<file path="src/rtl/sram_arb_pkg.sv">
// Shared types and constants for the sram-like bus arbiter.
package sram_arb_pkg;

    localparam int SRAM_SIZE_W = 2;

    localparam logic GNT_INST = 1'b0;
    localparam logic GNT_DATA = 1'b1;

    typedef enum logic [1:0] {
        IDLE = 2'd0,
        ADDR = 2'd1,
        DATA = 2'd2
    } arb_state_t;

endpackage

</file>
<file path="src/rtl/sram_arb_picker.sv">
// Combinational winner select between the inst and data requesters.
// SRAM_ARB_RR_EN selects round-robin tie-break; otherwise data wins ties.
module sram_arb_picker
    import sram_arb_pkg::*;
(
    input  logic i_req,
    input  logic d_req,
`ifdef SRAM_ARB_RR_EN
    input  logic rr_last,
`endif
    output logic pick_data
);

    always_comb begin
        pick_data = GNT_INST;
        if (d_req && !i_req) begin
            pick_data = GNT_DATA;
        end else if (d_req && i_req) begin
`ifdef SRAM_ARB_RR_EN
            // The requester that was not served last takes the tie.
            pick_data = (rr_last == GNT_INST) ? GNT_DATA : GNT_INST;
`else
            pick_data = GNT_DATA;
`endif
        end
    end

endmodule

</file>
<file path="src/rtl/sram_bus_arbiter.sv">
// Serialises inst/data cache sram-like requests onto one master channel.
// Define SRAM_ARB_RR_EN for round-robin tie-break instead of fixed data priority.
module sram_bus_arbiter
    import sram_arb_pkg::*;
#(
    parameter int ADDR_W = 32,
    parameter int DATA_W = 32
) (
    input  logic                   clk,
    input  logic                   rst,

    input  logic                   i_req,
    input  logic                   i_wr,
    input  logic [SRAM_SIZE_W-1:0] i_size,
    input  logic [ADDR_W-1:0]      i_addr,
    input  logic [DATA_W-1:0]      i_wdata,
    output logic [DATA_W-1:0]      i_rdata,
    output logic                   i_addr_ok,
    output logic                   i_data_ok,

    input  logic                   d_req,
    input  logic                   d_wr,
    input  logic [SRAM_SIZE_W-1:0] d_size,
    input  logic [ADDR_W-1:0]      d_addr,
    input  logic [DATA_W-1:0]      d_wdata,
    output logic [DATA_W-1:0]      d_rdata,
    output logic                   d_addr_ok,
    output logic                   d_data_ok,

    output logic                   m_req,
    output logic                   m_wr,
    output logic [SRAM_SIZE_W-1:0] m_size,
    output logic [ADDR_W-1:0]      m_addr,
    output logic [DATA_W-1:0]      m_wdata,
    input  logic [DATA_W-1:0]      m_rdata,
    input  logic                   m_addr_ok,
    input  logic                   m_data_ok,

    output logic                   busy,
    output logic                   gnt_data
);

    arb_state_t state_q, state_d;
    logic       gnt_q, gnt_d;
    logic       pick_data;
    logic       gnt_req;

`ifdef SRAM_ARB_RR_EN
    logic       rr_q, rr_d;
`endif

    sram_arb_picker u_picker (
        .i_req     (i_req),
        .d_req     (d_req),
`ifdef SRAM_ARB_RR_EN
        .rr_last   (rr_q),
`endif
        .pick_data (pick_data)
    );

    assign gnt_req = (gnt_q == GNT_DATA) ? d_req : i_req;

    always_ff @(posedge clk) begin
        if (rst) begin
            state_q <= IDLE;
            gnt_q   <= GNT_INST;
`ifdef SRAM_ARB_RR_EN
            rr_q    <= GNT_INST;
`endif
        end else begin
            state_q <= state_d;
            gnt_q   <= gnt_d;
`ifdef SRAM_ARB_RR_EN
            rr_q    <= rr_d;
`endif
        end
    end

    always_comb begin
        state_d = state_q;
        gnt_d   = gnt_q;
`ifdef SRAM_ARB_RR_EN
        rr_d    = rr_q;
`endif
        case (state_q)
            IDLE: begin
                if (i_req || d_req) begin
                    state_d = ADDR;
                    gnt_d   = pick_data;
                end
            end
            ADDR: begin
                // A withdrawn request abandons the grant; no handshake has happened yet.
                if (m_addr_ok) begin
                    state_d = DATA;
                end else if (!gnt_req) begin
                    state_d = IDLE;
                end
            end
            DATA: begin
                if (m_data_ok) begin
                    state_d = IDLE;
`ifdef SRAM_ARB_RR_EN
                    rr_d    = gnt_q;
`endif
                end
            end
            default: state_d = IDLE;
        endcase
    end

    always_comb begin
        m_req     = 1'b0;
        m_wr      = 1'b0;
        m_size    = '0;
        m_addr    = '0;
        m_wdata   = '0;
        i_addr_ok = 1'b0;
        i_data_ok = 1'b0;
        d_addr_ok = 1'b0;
        d_data_ok = 1'b0;
        case (state_q)
            ADDR: begin
                m_req = 1'b1;
                if (gnt_q == GNT_DATA) begin
                    m_wr      = d_wr;
                    m_size    = d_size;
                    m_addr    = d_addr;
                    m_wdata   = d_wdata;
                    d_addr_ok = m_addr_ok;
                end else begin
                    m_wr      = i_wr;
                    m_size    = i_size;
                    m_addr    = i_addr;
                    m_wdata   = i_wdata;
                    i_addr_ok = m_addr_ok;
                end
            end
            DATA: begin
                if (gnt_q == GNT_DATA) begin
                    d_data_ok = m_data_ok;
                end else begin
                    i_data_ok = m_data_ok;
                end
            end
            default: ;
        endcase
    end

    assign i_rdata  = m_rdata;
    assign d_rdata  = m_rdata;
    assign busy     = (state_q != IDLE);
    assign gnt_data = gnt_q;

endmodule

</file>
<file path="config.mk">
export PLATFORM = sky130hd
export DESIGN_NAME = sram_bus_arbiter
export DESIGN_NICKNAME = d
export VERILOG_FILES = /design/src/rtl/sram_arb_pkg.sv /design/src/rtl/sram_arb_picker.sv /design/src/rtl/sram_bus_arbiter.sv
export SDC_FILE = /design/constraint.sdc
export NUM_CORES = 1
export LEC_CHECK = 0
export ABC_AREA = 1
export CAP_MARGIN = 5
export CORE_AREA = 2 2 122 124
export CTS_CLUSTER_SIZE = 20
export DETAILED_ROUTE_END_ITERATION = 8
export DIE_AREA = 0 0 124 126
export DONT_BUFFER_PORTS = 1
export HOLD_SLACK_MARGIN = 0.03
export PLACE_DENSITY_LB_ADDON = 0.1
export SYNTH_ARGS = -nofsm -noshare
export SYNTH_HDL_FRONTEND = slang
export SYNTH_HIERARCHICAL = 1
export SYNTH_SLANG_ARGS = --single-unit
</file>
<file path="constraint.sdc">
create_clock -name clk -period 1.25 [get_ports clk]
set_input_delay 0.25 -clock clk [delete_from_list [all_inputs] [get_ports clk]]
set_output_delay 0.25 -clock clk [all_outputs]
set_load 0.005 [all_outputs]
</file>
# Word-level counts from Yosys, hierarchy flattened
# Cells that the tools add are included.
# Widths: inputs -> output; s select.
dict set report classes {
  n_eq_ne 5
  mux 25
  reduce_logical 8
}
# operator count
set op_table {}
lappend op_table {{$mux 32} 4}
lappend op_table {{$mux 1} 14}
lappend op_table {{$mux 2} 6}
lappend op_table {{$pmux 2 s3} 1}
lappend op_table {{$ne 2x2->1 const B} 2}
lappend op_table {{$ne 3x3->1 const B} 1}
lappend op_table {{$reduce_and 3->1} 1}
lappend op_table {{$eq 2x1->1 const B} 1}
lappend op_table {{$eq 2x2->1 const B} 1}
lappend op_table {{$logic_and 1x1->1} 2}
lappend op_table {{$logic_not 2->1} 1}
lappend op_table {{$reduce_and 2->1} 1}
lappend op_table {{$reduce_bool 2->1} 1}
lappend op_table {{$logic_not 1->1} 1}
lappend op_table {{$logic_or 1x1->1} 1}
dict set report totals {
  register_bits 3
  in_bits 172
  out_inout_bits 138
  wordCells 40
}

# Depth between registers and ports, before layout
dict set report depth {
  word_depth 4
  mapped_depth 7
  depth_no_buf 5
}

# By module
# The synthesis kept the hierarchy.
# module n_inst cells_per_inst area_per_inst_um2 seq_area_each_um2
set by_module_without_submodules {}
lappend by_module_without_submodules {sram_bus_arbiter 1 320 1732.9 60.1}
lappend by_module_without_submodules {sram_arb_picker 1 1 3.8 0.0}

# Worst setup path after synthesis
# OpenSTA, ideal clock, no wires.
dict set report synth_timing {
  path_type {flip-flop to output port}
  startpoint {register gnt_q, in the netlist gnt_data}
  endpoint {output d_data_ok}
  t_arrival_ns 0.883
  required_time_ns 1.000
  setup_slack_ns 0.117
  stages_incl_launch_ff 5
  n_path_buf 2
  path_cell_list {dfxtp_1 -> buf_6 -> inv_4 -> buf_2 -> nor3_1}
}
dict set report synth_between {
  elab_chain_cells 2
}
# item line
set synth_rtl {}
lappend synth_rtl {{start, declared} sram_bus_arbiter.sv:44} ;# logic gnt_q, gnt_d;
lappend synth_rtl {{start signal, assigned} sram_bus_arbiter.sv:72} ;# gnt_q <= gnt_d;
lappend synth_rtl {{$mux 1} sram_bus_arbiter.sv:140} ;# if (gnt_q == GNT_DATA) begin
lappend synth_rtl {{$mux 1} sram_bus_arbiter.sv:122} ;# case (state_q)
lappend synth_rtl {{end, declared} sram_bus_arbiter.sv:28} ;# output logic d_data_ok,
# Every way passes these cells.

# Worst setup path after layout
dict set report layout_timing {
  startpoint {register gnt_q, in the netlist gnt_data}
  endpoint {output m_wr}
}
dict set report layout_between {
  elab_chain_cells 2
}
# item line
set layout_rtl {}
lappend layout_rtl {{$mux 1} sram_bus_arbiter.sv:125} ;# if (gnt_q == GNT_DATA) begin
lappend layout_rtl {{$mux 1} sram_bus_arbiter.sv:122}
lappend layout_rtl {{end, declared} sram_bus_arbiter.sv:31} ;# output logic m_wr,
# Every way passes these cells.

==> run_summary.xml <==
<?xml version="1.0" encoding="UTF-8"?>
<metrics>
  <group name="pwr">
    <metric name="leakagePower" unit="nW">0.786</metric>
    <metric name="power.ir.vdd_worst" unit="mV">0.318</metric>
    <metric name="finalPower" unit="W">0.00172</metric>
    <metric name="power.density_cell_area" unit="mW/mm^2">798</metric>
  </group>
  <group name="sta">
    <metric name="grt_setup_unrepaired" unit="">true</metric>
    <metric name="report.final.setup_viol" unit="">71</metric>
    <metric name="timing.final.ws_setup" unit="ns">-0.201</metric>
    <metric name="timing_hold_violations_final" unit="">0</metric>
    <metric name="timing_worst_slew_pin_value" unit="ns">0.226</metric>
    <metric name="post_route_skew" unit="ns">0.00148</metric>
    <metric name="slew_headroom" unit="%">84.9</metric>
    <metric name="final.setup.tns" unit="ns">-9.97</metric>
    <metric name="finalCritPeriodShare" unit="%">116</metric>
    <metric name="fin_worst_hold_slack" unit="ns">0.0771</metric>
    <metric name="report.final.slew_viol_count" unit="">0</metric>
    <metric name="timing.final.crit_period" unit="ns">1.45</metric>
    <metric name="clock.fmax" unit="MHz">689</metric>
  </group>
  <group name="route">
    <metric name="post_dr_vias_cell" unit="">3.93</metric>
    <metric name="vias" unit="">1758</metric>
    <metric name="drt_first_iter_violations" unit="">36</metric>
    <metric name="wl" unit="um">6620</metric>
    <metric name="post_route_drc_violation_count" unit="">0</metric>
    <metric name="drt-pass1-iter-count" unit="">4</metric>
    <metric name="drt-wirelength-per-cell" unit="um">14.8</metric>
    <metric name="route.antenna.remaining_nets" unit="">0</metric>
  </group>
  <group name="final_layout">
    <metric name="diodes" unit="">0</metric>
    <metric name="final-seq-area" unit="sq um">65.1</metric>
    <metric name="synthToLayoutAreaGrowth" unit="%">24.4</metric>
    <metric name="post-route-cell-area" unit="sq mm">0.00216</metric>
    <metric name="post-route-util" unit="%">15.1</metric>
    <metric name="multiInputGateArea" unit="sq mm">0.00135</metric>
    <metric name="fraction_of_final_layout_cells_with_drive_strength_greater_than_1" unit="%">48.7</metric>
    <metric name="layout.cells.most_common_list" unit="">sky130_fd_sc_hd__nand2_1 (110), sky130_fd_sc_hd__a21oi_2 (49), sky130_fd_sc_hd__nand2_2 (23), sky130_fd_sc_hd__a21oi_1 (15), sky130_fd_sc_hd__nand2_4 (10)</metric>
    <metric name="final_nets" unit="">436</metric>
    <metric name="n_fill_cell" unit="">1670</metric>
    <metric name="final_common_cell" unit="">sky130_fd_sc_hd__nand2_1</metric>
  </group>
  <group name="setup_path">
    <metric name="worstPathArrival" unit="ns">1.20</metric>
    <metric name="cell_count_of_the_worst_reg_to_reg_path" unit="">7</metric>
    <metric name="crit_path_max_fo" unit="">9</metric>
    <metric name="r2r_setup_slack" unit="ns">0.12</metric>
    <metric name="cp-end-kind" unit="">primary output</metric>
    <metric name="crit_type" unit="">flip-flop to primary output</metric>
    <metric name="worstPathRequired" unit="ns">1.00</metric>
    <metric name="timing.critical_path.from_type" unit="">flip-flop</metric>
  </group>
  <group name="logic_synthesis">
    <metric name="synth_sequential_area_ratio" unit="%">3.46</metric>
    <metric name="postSynthNetCount" unit="">493</metric>
    <metric name="synth.cell_area" unit="sq mm">0.00174</metric>
    <metric name="synth_seq_cells" unit="">3</metric>
    <metric name="mean_cell_area_of_the_mapped_netlist" unit="sq um">5.41</metric>
    <metric name="ys.warnings.count" unit="">6</metric>
    <metric name="post_synth_inst_count" unit="">321</metric>
    <metric name="post_synth_num_cell_types" unit="">16</metric>
  </group>
  <group name="placed_design">
    <metric name="placed_area" unit="sq mm">0.00154</metric>
    <metric name="finalWeightedCongestion" unit="">0.640</metric>
    <metric name="post_dp_hpwl" unit="um">4640</metric>
    <metric name="numPortBuffers" unit="">0</metric>
  </group>
  <group name="global_routing">
    <metric name="first_global_vias" unit="">1622</metric>
    <metric name="grt_first_pass_wirelength" unit="um">8510</metric>
    <metric name="globalRouteOverflowTotal" unit="">0</metric>
    <metric name="grt_start_max_net_pins" unit="">28</metric>
    <metric name="global_router_s_overall_resource_usage" unit="%">7.03</metric>
    <metric name="grt_antenna_before_repair" unit="">0</metric>
  </group>
  <group name="clock_network">
    <metric name="clk-insertion-delay-late" unit="ns">0.22</metric>
    <metric name="cts_tree" unit="">yes</metric>
    <metric name="cts_buffers" unit="">3</metric>
    <metric name="cts-root-to-sink-buffers" unit="">2</metric>
    <metric name="clock_sink_count" unit="">3</metric>
    <metric name="postCtsHoldBufs" unit="">0</metric>
    <metric name="h-tree-depth" unit="">1</metric>
    <metric name="cts.reportedPaths.clkPinSlew" unit="ns">0.03</metric>
    <metric name="clock-root-buffer" unit="">sky130_fd_sc_hd__clkbuf_16</metric>
  </group>
  <group name="min_path">
    <metric name="worst_hold_path.num_cells" unit="">1</metric>
    <metric name="min_path_type" unit="">input port to flip-flop</metric>
  </group>
  <group name="floorplan">
    <metric name="die_y" unit="um">126</metric>
    <metric name="coreArea" unit="sq mm">0.0143</metric>
    <metric name="die_area" unit="sq mm">0.0156</metric>
    <metric name="fp-row-count" unit="">44</metric>
    <metric name="start_util" unit="%">12.1</metric>
    <metric name="die_x" unit="um">124</metric>
    <metric name="boundaryPins" unit="">310</metric>
  </group>
  <group name="outcome">
    <metric name="status" unit="">complete, but fails checks</metric>
    <metric name="violations_in_the_final_reports" unit="">negative setup slack</metric>
  </group>
  <group name="run">
    <metric name="cap_viol_max_count" unit="">0</metric>
  </group>
</metrics>
-- critical path, stage by stage (launching register included) --
cell                      delay, ns
sky130_fd_sc_hd__dfxtp_4       0.46
sky130_fd_sc_hd__buf_6         0.17
sky130_fd_sc_hd__buf_12        0.13
sky130_fd_sc_hd__nand2_1       0.05
sky130_fd_sc_hd__a21oi_1       0.17
-- per-stage QoR --
step | instances | worst slack [ns]
finish | 447 | -0.201
CTS | 444 | -0.191
floorplan | 321 | 0.117
global placement | 435 | -0.0171
detailed placement | 435 | -0.0401
global route | 447 | -0.252
-- layout make-up --
class                           instances  share of cell area, %
Sequential cell                         3                   3.01
Timing Repair Buffer                   25                   18.1
Clock buffer                            4                   3.65
Multi-Input combinational cell        223                   62.6
Tap cell                              184                   10.7
Inverter                                8                   1.97
-- registers in the layout (all words and copies together), names as in the netlist --
name      flops
state_q       2
gnt_data      1
-- path summary, 6_finish.rpt --
path                 to       start
max                m_wr    gnt_data
min reg2reg  state_q[1]  state_q[1]
max reg2reg  state_q[0]    gnt_data
min          state_q[0]         rst
-- per-layer routing --
layer | vias up | track usage, % | part of all wire (%)
li1 | 832 | - | -
met1 | 789 | 6.94 | 33
met2 | 116 | 13.9 | 56
met3 | 21 | 1.49 | 8.9
met4 | 0 | 2.64 | 2.1
met5 | - | 0 | 0
-- timing repair --
action / CTS / global route
cloned: 2 / 3
endpoints found under the setup margin: 71 / 72
gates resized for setup: 49 / 56
pin swaps: 4 / 9
buffers inserted: 3 / 2
-- where the power goes --
part	total, W	switching, W	internal [W]
logic	0.00108	0.000633	0.000451
clock network	0.000507	0.0000867	0.000421
registers	0.000131	0.0000243	0.000107
total	0.00172	0.000744	0.000979
-- cell usage after synthesis, drive strengths merged --
cell type | number | area [sq um]
a21oi | 70 | 429
buf | 86 | 627
clkbuf | 1 | 3.75
dfxtp | 3 | 60.1
inv | 8 | 32.5
nand2 | 143 | 539
nand3 | 2 | 10.0
nor2 | 5 | 18.8
nor3 | 2 | 10.0
or2 | 1 | 6.26
-- logic make-up (layout without fill, tap and decap cells) --
kind of cell	after synthesis	in the layout	synth area share (%)
AO/OA/AOI/OAI	70	70	24.7
AND/OR/NAND/NOR	153	153	33.6
flip-flops	3	3	3.46
buffers and inverters	95	37	38.2
Note: power is estimated with default switching activity, not from simulation.
